$ cat config.mk
export PLATFORM = sky130hd
export DESIGN_NAME = forward_ctrl_flat
export DESIGN_NICKNAME = d
export VERILOG_FILES = /design/src/rtl/forward_ctrl_pkg.sv /design/src/rtl/forward_ctrl_if.sv /design/src/rtl/forward_ctrl_fwd_sel.sv /design/src/rtl/forward_ctrl.sv /design/src/flat_wrapper.sv
export SDC_FILE = /design/constraint.sdc
export NUM_CORES = 1
export LEC_CHECK = 0
export CAP_MARGIN = 20
export CORE_ASPECT_RATIO = 0.8
export CORE_MARGIN = 10
export CORE_UTILIZATION = 35
export CTS_BUF_LIST = sky130_fd_sc_hd__clkbuf_16
export DETAILED_ROUTE_END_ITERATION = 8
export GPL_TIMING_DRIVEN = 0
export PLACE_DENSITY = 0.73
export SLEW_MARGIN = 0
export SYNTH_ARGS = -nofsm -noshare
export SYNTH_HDL_FRONTEND = slang
export SYNTH_SLANG_ARGS = --single-unit
$ cat constraint.sdc
create_clock -name clk_i -period 1.9 [get_ports clk_i]
set_clock_uncertainty 0.05 [all_clocks]
set_input_delay 0.38 -clock clk_i [delete_from_list [all_inputs] [get_ports clk_i]]
set_output_delay 0.38 -clock clk_i [all_outputs]
set_load 0.01 [all_outputs]
$ cat src/rtl/forward_ctrl_pkg.sv
// forward_pkg: shared constants for the forwarding/hazard controller.
//   FWD_REG   - operand comes from the register file
//   FWD_MEMWB - operand comes from the MEM/WB pipeline register
//   FWD_EXMEM - operand comes from the EX/MEM pipeline register
package forward_pkg;

  localparam logic [1:0] FWD_REG   = 2'b00;
  localparam logic [1:0] FWD_MEMWB = 2'b01;
  localparam logic [1:0] FWD_EXMEM = 2'b10;

endpackage

$ cat src/rtl/forward_ctrl_if.sv
// forward_ctrl_if: ID-stage request / forwarding-control response bundle.
//   master - drives the ID-stage instruction fields and flush, reads selects/stall/count
//   slave  - the forwarding controller side
interface forward_ctrl_if #(
  parameter int REG_AW = 5,
  parameter int CNT_W  = 16
);

  logic              id_valid_i;
  logic [REG_AW-1:0] id_rs_i;
  logic [REG_AW-1:0] id_rt_i;
  logic [REG_AW-1:0] id_rd_i;
  logic              id_regwrite_i;
  logic              id_memread_i;
  logic              flush_i;
  logic [1:0]        fwd_a_o;
  logic [1:0]        fwd_b_o;
  logic              stall_o;
  logic [CNT_W-1:0]  stall_cnt_o;

  modport master (
    output id_valid_i, id_rs_i, id_rt_i, id_rd_i, id_regwrite_i, id_memread_i, flush_i,
    input  fwd_a_o, fwd_b_o, stall_o, stall_cnt_o
  );

  modport slave (
    input  id_valid_i, id_rs_i, id_rt_i, id_rd_i, id_regwrite_i, id_memread_i, flush_i,
    output fwd_a_o, fwd_b_o, stall_o, stall_cnt_o
  );

endinterface

$ cat src/rtl/forward_ctrl_fwd_sel.sv
// fwd_sel: combinational priority comparator producing one operand select code.
//   src    - source register of the instruction entering EX
//   ex_rd  / ex_rw  - destination/write-enable of the instruction now in EX
//   mem_rd / mem_rw - destination/write-enable of the instruction now in MEM
//   sel    - FWD_EXMEM, FWD_MEMWB or FWD_REG
module fwd_sel
  import forward_pkg::*;
#(
  parameter int REG_AW = 5
) (
  input  logic [REG_AW-1:0] src,
  input  logic [REG_AW-1:0] ex_rd,
  input  logic              ex_rw,
  input  logic [REG_AW-1:0] mem_rd,
  input  logic              mem_rw,
  output logic [1:0]        sel
);

  logic ex_hit_s;
  logic mem_hit_s;

  // Match detection against both forwarding sources; register 0 never matches.
  always_comb begin
    ex_hit_s  = ex_rw  && (ex_rd  != {REG_AW{1'b0}}) && (ex_rd  == src);
    mem_hit_s = mem_rw && (mem_rd != {REG_AW{1'b0}}) && (mem_rd == src);
  end

  // Priority pick: the EX instruction is younger, so its value wins.
  always_comb begin
    if (ex_hit_s) begin
      sel = FWD_EXMEM;
    end else if (mem_hit_s) begin
      sel = FWD_MEMWB;
    end else begin
      sel = FWD_REG;
    end
  end

endmodule

$ cat src/rtl/forward_ctrl.sv
// forward_ctrl: forwarding-select and load-use stall controller for a 5-stage pipeline.
//   clk_i - clock
//   rst_i - synchronous active-high reset
//   bus   - forward_ctrl_if.slave: ID-stage fields and flush in; fwd_a_o/fwd_b_o
//           (registered), stall_o (combinational), stall_cnt_o (saturating) out
module forward_ctrl
  import forward_pkg::*;
#(
  parameter int REG_AW = 5,
  parameter int CNT_W  = 16
) (
  input  logic          clk_i,
  input  logic          rst_i,
  forward_ctrl_if.slave bus
);

  localparam logic [REG_AW-1:0] RD_ZERO = {REG_AW{1'b0}};
  localparam logic [CNT_W-1:0]  CNT_MAX = {CNT_W{1'b1}};
  localparam logic [CNT_W-1:0]  CNT_ONE = {{(CNT_W-1){1'b0}}, 1'b1};

  logic [REG_AW-1:0] ex_rd_q,  ex_rd_d;
  logic              ex_rw_q,  ex_rw_d;
  logic              ex_mr_q,  ex_mr_d;
  logic [REG_AW-1:0] mem_rd_q, mem_rd_d;
  logic              mem_rw_q, mem_rw_d;
  logic              mem_mr_q, mem_mr_d;
  logic [REG_AW-1:0] wb_rd_q,  wb_rd_d;
  logic              wb_rw_q,  wb_rw_d;
  logic [1:0]        fwd_a_q,  fwd_a_d;
  logic [1:0]        fwd_b_q,  fwd_b_d;
  logic [CNT_W-1:0]  cnt_q,    cnt_d;

  logic       hazard_s;
  logic       stall_s;
  logic       load_s;
  logic [1:0] sel_a_s;
  logic [1:0] sel_b_s;

  // The WB shadow and MEM load flag are kept for debug visibility only.
  logic unused_shadow_s;
  assign unused_shadow_s = ^{wb_rd_q, wb_rw_q, mem_mr_q};

  fwd_sel #(.REG_AW(REG_AW)) u_sel_a (
    .src    (bus.id_rs_i),
    .ex_rd  (ex_rd_q),
    .ex_rw  (ex_rw_q),
    .mem_rd (mem_rd_q),
    .mem_rw (mem_rw_q),
    .sel    (sel_a_s)
  );

  fwd_sel #(.REG_AW(REG_AW)) u_sel_b (
    .src    (bus.id_rt_i),
    .ex_rd  (ex_rd_q),
    .ex_rw  (ex_rw_q),
    .mem_rd (mem_rd_q),
    .mem_rw (mem_rw_q),
    .sel    (sel_b_s)
  );

  // Load-use detection: a load in EX cannot forward in time to the ID instruction.
  always_comb begin
    hazard_s = ex_mr_q && ex_rw_q && (ex_rd_q != RD_ZERO) &&
               ((ex_rd_q == bus.id_rs_i) || (ex_rd_q == bus.id_rt_i));
    stall_s  = hazard_s && bus.id_valid_i && !bus.flush_i;
    load_s   = bus.id_valid_i && !bus.flush_i && !stall_s;
  end

  // Next-state: shadow pipeline advance, select capture, stall counting.
  always_comb begin
    if (load_s) begin
      ex_rd_d = bus.id_rd_i;
      ex_rw_d = bus.id_regwrite_i;
      ex_mr_d = bus.id_memread_i;
      fwd_a_d = sel_a_s;
      fwd_b_d = sel_b_s;
    end else begin
      ex_rd_d = RD_ZERO;
      ex_rw_d = 1'b0;
      ex_mr_d = 1'b0;
      fwd_a_d = FWD_REG;
      fwd_b_d = FWD_REG;
    end
    mem_rd_d = ex_rd_q;
    mem_rw_d = ex_rw_q;
    mem_mr_d = ex_mr_q;
    wb_rd_d  = mem_rd_q;
    wb_rw_d  = mem_rw_q;
    if (stall_s && (cnt_q != CNT_MAX)) begin
      cnt_d = cnt_q + CNT_ONE;
    end else begin
      cnt_d = cnt_q;
    end
  end

  // State registers with synchronous reset.
  always_ff @(posedge clk_i) begin
    if (rst_i) begin
      ex_rd_q  <= RD_ZERO;
      ex_rw_q  <= 1'b0;
      ex_mr_q  <= 1'b0;
      mem_rd_q <= RD_ZERO;
      mem_rw_q <= 1'b0;
      mem_mr_q <= 1'b0;
      wb_rd_q  <= RD_ZERO;
      wb_rw_q  <= 1'b0;
      fwd_a_q  <= FWD_REG;
      fwd_b_q  <= FWD_REG;
      cnt_q    <= {CNT_W{1'b0}};
    end else begin
      ex_rd_q  <= ex_rd_d;
      ex_rw_q  <= ex_rw_d;
      ex_mr_q  <= ex_mr_d;
      mem_rd_q <= mem_rd_d;
      mem_rw_q <= mem_rw_d;
      mem_mr_q <= mem_mr_d;
      wb_rd_q  <= wb_rd_d;
      wb_rw_q  <= wb_rw_d;
      fwd_a_q  <= fwd_a_d;
      fwd_b_q  <= fwd_b_d;
      cnt_q    <= cnt_d;
    end
  end

  assign bus.fwd_a_o     = fwd_a_q;
  assign bus.fwd_b_o     = fwd_b_q;
  assign bus.stall_o     = stall_s;
  assign bus.stall_cnt_o = cnt_q;

endmodule

$ cat src/flat_wrapper.sv
// flat-port wrapper written by rule: the top's interface ports become plain ports
module forward_ctrl_flat import forward_pkg::*;
#(
  parameter int REG_AW = 5,
  parameter int CNT_W  = 16
)
  (clk_i, rst_i, bus_id_valid_i, bus_id_rs_i, bus_id_rt_i, bus_id_rd_i, bus_id_regwrite_i, bus_id_memread_i, bus_flush_i, bus_fwd_a_o, bus_fwd_b_o, bus_stall_o, bus_stall_cnt_o);
  forward_ctrl_if #(.REG_AW(REG_AW), .CNT_W(CNT_W)) bus_i ();
  input  logic clk_i;
  input  logic rst_i;
  input wire logic [$bits(bus_i.id_valid_i)-1:0] bus_id_valid_i;
  input wire logic [$bits(bus_i.id_rs_i)-1:0] bus_id_rs_i;
  input wire logic [$bits(bus_i.id_rt_i)-1:0] bus_id_rt_i;
  input wire logic [$bits(bus_i.id_rd_i)-1:0] bus_id_rd_i;
  input wire logic [$bits(bus_i.id_regwrite_i)-1:0] bus_id_regwrite_i;
  input wire logic [$bits(bus_i.id_memread_i)-1:0] bus_id_memread_i;
  input wire logic [$bits(bus_i.flush_i)-1:0] bus_flush_i;
  output wire logic [$bits(bus_i.fwd_a_o)-1:0] bus_fwd_a_o;
  output wire logic [$bits(bus_i.fwd_b_o)-1:0] bus_fwd_b_o;
  output wire logic [$bits(bus_i.stall_o)-1:0] bus_stall_o;
  output wire logic [$bits(bus_i.stall_cnt_o)-1:0] bus_stall_cnt_o;
  assign bus_i.id_valid_i = bus_id_valid_i;
  assign bus_i.id_rs_i = bus_id_rs_i;
  assign bus_i.id_rt_i = bus_id_rt_i;
  assign bus_i.id_rd_i = bus_id_rd_i;
  assign bus_i.id_regwrite_i = bus_id_regwrite_i;
  assign bus_i.id_memread_i = bus_id_memread_i;
  assign bus_i.flush_i = bus_flush_i;
  assign bus_fwd_a_o = bus_i.fwd_a_o;
  assign bus_fwd_b_o = bus_i.fwd_b_o;
  assign bus_stall_o = bus_i.stall_o;
  assign bus_stall_cnt_o = bus_i.stall_cnt_o;
  forward_ctrl #(.REG_AW(REG_AW), .CNT_W(CNT_W)) u_core (.clk_i(clk_i), .rst_i(rst_i), .bus(bus_i));
endmodule
## Word level (Yosys, flattened, before mapping)

Cells that the tools add are included.

- Add/subtract/negate cells: 1
- Eq/ne operators: 5
- Mux-type cells: 4
- Bitwise logic cells: 1
- Reductions and logical operators: 22

Operator list:

| kind | number |
|---|---|
| equality test 5 bit | 4 |
| adder 16 x 1 -> 16 bit, second input constant | 1 |
| inequality test 16 bit, second input constant | 1 |
| logical AND 1 bit | 14 |
| nonzero test 5 bit | 2 |
| OR reduction 3 bit | 2 |
| two-way mux 2 bit | 2 |
| zero test 1 bit | 2 |
| two-way mux 1 bit | 2 |
| OR reduction 2 bit | 1 |
| logical OR 1 bit | 1 |
| NOT 1 bit | 1 |

- Register bits: 33
- Input port bits: 21
- Output and inout bits: 21
- Word-level logic and storage cells: 43

## Depth between registers and ports, before layout

- Depth after elaboration: 9
- Mapped depth: 9
- Depth with buffers taken out: 7

## Cells and area by module

Synthesis repeated with hierarchy kept, for this count alone.

- Cells, all modules: 206
- Area, all modules: 1849.3 um^2

By module, submodules not included:

| module | times used | cells an instance | area an instance (um^2) | sequential area each (um^2) |
|---|---|---|---|---|
| forward_ctrl | 1 | 164 | 1531.5 | 660.6 |
| fwd_sel | 2 | 21 | 158.9 | 0.0 |

## Worst setup path after synthesis

No wires, ideal clock.

- Path kind: register to register
- Start point: register u_core.cnt_q[0] (netlist: u_core.bus.stall_cnt_o[0])
- End point: register u_core.cnt_q[12] (netlist: u_core.bus.stall_cnt_o[12])
- Setup time: 0.121 ns
- Arrival time: 1.786 ns
- Required time: 1.729 ns
- Slack: -0.057 ns
- Stages on the path, launching flop included: 7
- Path buffers: 1
- Clock period less this slack: 1.957 ns
- Cells stage by stage: dfxtp_1 > ha_1 > nand3_1 > or2_2 > clkbuf_1 > nor4_1 > mux2_2

- Longest elaborated chain between the ends: 2
- Elaborated cells on any way between the ends: 3
- Classes of those cells: add/sub (1); eq/ne (1); reduce/logical (1)

RTL lines:

| item | RTL line | source |
|---|---|---|
| start: declaration | forward_ctrl.sv:31 | `logic [CNT_W-1:0] cnt_q, cnt_d;` |
| start signal: assignment | forward_ctrl.sv:109 | `cnt_q <= {CNT_W{1'b0}};` |
| start signal: assignment | forward_ctrl.sv:121 | `cnt_q <= cnt_d;` |
| parallel branches: the longest is 2 deep, another holds adder 16 x 1 -> 16 bit | -- |  |

Parallel ways; which one is timed is not known.
A chain may end at the register's enable or synchronous reset.

## Worst setup path in the final report

- Start point: input bus_id_rs_i[2]
- End point: output bus_stall_o

- Longest elaborated chain between the ends: 5

RTL lines:

| item | RTL line | source |
|---|---|---|
| start: declaration | flat_wrapper.sv:12 | `input wire logic [$bits(bus_i.id_rs_i)-1:0] bus_id_rs_i;` |
| equality test 5 bit | forward_ctrl.sv:64 | `((ex_rd_q == bus.id_rs_i) \|\| (ex_rd_q == bus.id_rt_i));` |
| logical OR 1 bit | forward_ctrl.sv:64 |  |
| logical AND 1 bit | forward_ctrl.sv:63 | `hazard_s = ex_mr_q && ex_rw_q && (ex_rd_q != RD_ZERO) &&` |
| logical AND 1 bit (2 in a row) | forward_ctrl.sv:65 | `stall_s = hazard_s && bus.id_valid_i && !bus.flush_i;` |
| end: declaration | flat_wrapper.sv:20 | `output wire logic [$bits(bus_i.stall_o)-1:0] bus_stall_o;` |

No other way between the ends.

==> reports/metrics.cfg <==
[run_status]
outcome = finished with violations
violations = negative setup slack

[global_routing]
gr-usage-all-layers = 0.1070
grt_max_degree = 11
gr-total-overflow = 0
grt_pass1_vias = 1352
grt_pass1_wl_mm = 6.513
grt_antenna_before_repair = 0

[cts]
cts_tree = done
clock_latency_ns = 0.27
cts_max_path_buffers = 2
cts_inserted_buffers = 5
numClockSinks = 33
cts_root_buffer = clkbuf_16
cts.reportedPaths.clkPinSlew_ns = 0.05
htree_levels = 2

[layout]
instances_no_fill = 288
areaGrowthSynthToFinish_pct = 56.98
fin_nets = 252
n_antenna_cell = 0
drive_gt1_frac = 0.2641
final_util = 0.5814

[synthesis]
syn_avg_cell_area_um2 = 9.328
synth_top_area_share = 0.4190
netlist_area_mm2 = 0.001577
async_flop_share = 0
synth_area_leaders = dfxtp_1, xnor2_1, nor2b_1
synth-edff-count = 0
synth_area_leader_cell = dfxtp_1
yosys_warnings = 0
synth_cells = 169
synth_fp_nets = 191
yosysUniqueCellTypes = 38
ys_seq_area_frac = 0.4190
yosys_most_used_dff = dfxtp_1
synth_seq_cells = 33

[worst_hold_path]
hold_class = flop to flop

[die]
fp.dieW_um = 95.04
die_area_mm2 = 0.007606
core-area_mm2 = 0.004257
rows = 21
ios = 42
die_h_um = 80.03
initial_core_util = 0.3704

[routing]
avgViaCountPerCell = 5.035
drtAntennaViolNets = 0
dr.pass1.iters = 4
route.detailed.drc = 0
routed_wl_mm = 4.219
routedWlPerCell_um = 14.65
drt_iter0_drc = 69
via_count = 1450

[critical_path]
crit_path_cell_trace = clkdlybuf4s50_1 -> xor2_2 -> nor3_4 -> nor2_2 -> nor2_2 -> buf_2
required_ns = 1.47
worstSetupPathType = primary input to primary output
end_kind = primary output
crit_family = buffers and inverters
arrival_ns = 1.61
crit_top_cell = nor2_2
cpPeakStageDelay_ns = 0.55
path_buf_inv = 2
cp_max_fo = 4
start_kind = primary input
slowest_stage = clkdlybuf4s50_1

[sta]
period_share = 1.073
fmax_ghz = 0.4903
hold_viol_final = 0
min_period_ns = 2.039
drv_slew = 0
setup_viol = 13
postLayoutSetupSlackWorst_ns = -0.1394
worst_slew_pin_slew_ns = 0.4641
rsz0062_at_grt = true
maxSlewHeadroom = 0.6906

[run]
drv_cap = 0

[pwr]
ir_drop_mv = 0.3768
p_leak_nw = 0.8764
powerDensity_mw_per_mm2 = 637.6

[placement]
hpwl_mm = 2.984
io_buffer_count = 40
place.gp.congestion = 0.8095
place_inst = 266

## layer usage
layer,up-vias,track usage,part of all wire
met1,683,0.1324,0.44
met3,2,0.04041,0.068
met4,0,0.05672,0.0085
met2,34,0.1568,0.48
met5,-,0,0
li1,731,-,-
## where the power goes
group	switching [mW]	leakage (nW)	internal, mW
Sequential	0.00738	0.270	0.697
Clock	0.280	0.0687	0.473
Combinational	0.0552	0.538	0.0653
Total	0.343	0.876	1.24
## cells in the mapped netlist (4+ instances only)
cell and instances:
nand4_1 6, nor2_1 10, dfxtp_1 33, o21ai_1 5, or3_1 5, nand2_1 10
a21oi_1 8, and2_1 7, clkbuf_1 4, nor2b_1 10, xor2_1 7, or4_1 6
xnor2_1 16, nand3_1 6
## timing repair
action / in CTS / in global routing
setup endpoints to repair: 26 / 19
pin swaps: 9 / 19
gates resized for setup: 27 / 31
hold buffers: 0 / 0
buffers inserted: 5 / 9
cloned: 1 / 0
## through the flow
step	setup slack, ns	area (µm²)	setup TNS [ns]	hold slack (ns)	power, mW
2_1_floorplan	0.002696	1579	0	0.4032	0.7724
3_3_place_gp	-1.004	2051	-14.45	0.4250	0.8279
3_5_place_dp	-0.9975	2051	-14.46	0.4271	0.8287
4_1_cts	-0.1394	2268	-1.139	0.4347	1.574
5_1_grt	-0.2107	2475	-2.331	0.4547	1.632
6_report	-0.1394	2475	-0.9200	0.4326	1.578
## final timing paths
path,cells past startpoint,from,slack (ns),endpoint
setup / recovery,6,bus_id_rs_i[2],-0.14,bus_stall_o
hold / removal,1,u_core.ex_rw_q$_SDFF_PP0_,0.43,u_core.mem_rw_q$_SDFF_PP0_
setup reg to reg,10,u_core.ex_rd_q[3]$_SDFF_PP0_,-0.11,u_core.bus.stall_cnt_o[4]$_SDFFE_PP0P_
hold reg to reg,1,u_core.ex_rw_q$_SDFF_PP0_,0.43,u_core.mem_rw_q$_SDFF_PP0_
## layout by cell type (no fill, tap or decap), types with 4 or more instances in the layout
| cell | instances |
|---|---|
| clkdlybuf4s50_1 | 30 |
| dfxtp_1 | 27 |
| xnor2_1 | 15 |
| buf_4 | 11 |
| nand2_1 | 10 |
| nor2b_1 | 10 |
| nor2_1 | 8 |
| dlygate4sd2_1 | 8 |
| and2_1 | 7 |
| nand4_1 | 6 |
| o21ai_1 | 6 |
| buf_6 | 5 |
| or4_1 | 5 |
| a21oi_1 | 5 |
| clkbuf_16 | 5 |
| nand3_1 | 4 |
| xor2_1 | 4 |
| dfxtp_2 | 4 |
## flip-flops by register name, summed over array words and instances (netlist names)
signal	count
u_core.ex_rw_q	1
u_core.mem_rw_q	1
u_core.bus.fwd_b_o	2
u_core.ex_mr_q	1
u_core.mem_rd_q	5
u_core.bus.stall_cnt_o	16
u_core.ex_rd_q	5
u_core.bus.fwd_a_o	2
## kinds of logic (layout without fill, tap and decap cells)
group           Yosys count  in the layout  share of synthesized area
mux                       2              2                    0.01349
compound gates           28             28                     0.1230
xor+xnor                 23             23                     0.1278
simple gates             74             74                     0.2778
buf+inv                   8             70                    0.03095
fa+ha+maj                 1              1                   0.007935
flops                    33             33                     0.4190
## cell type report
type	count	area, µm²
Fill cell	371	1782
Timing Repair Buffer	55	515.5
Buffer	5	37.54
Clock buffer	5	125.1
Clock inverter	3	12.51
Multi-Input combinational cell	128	1032
Sequential cell	33	673.1
Tap cell	57	71.32
Inverter	2	7.507
Note: power is estimated with default switching activity, not from simulation.
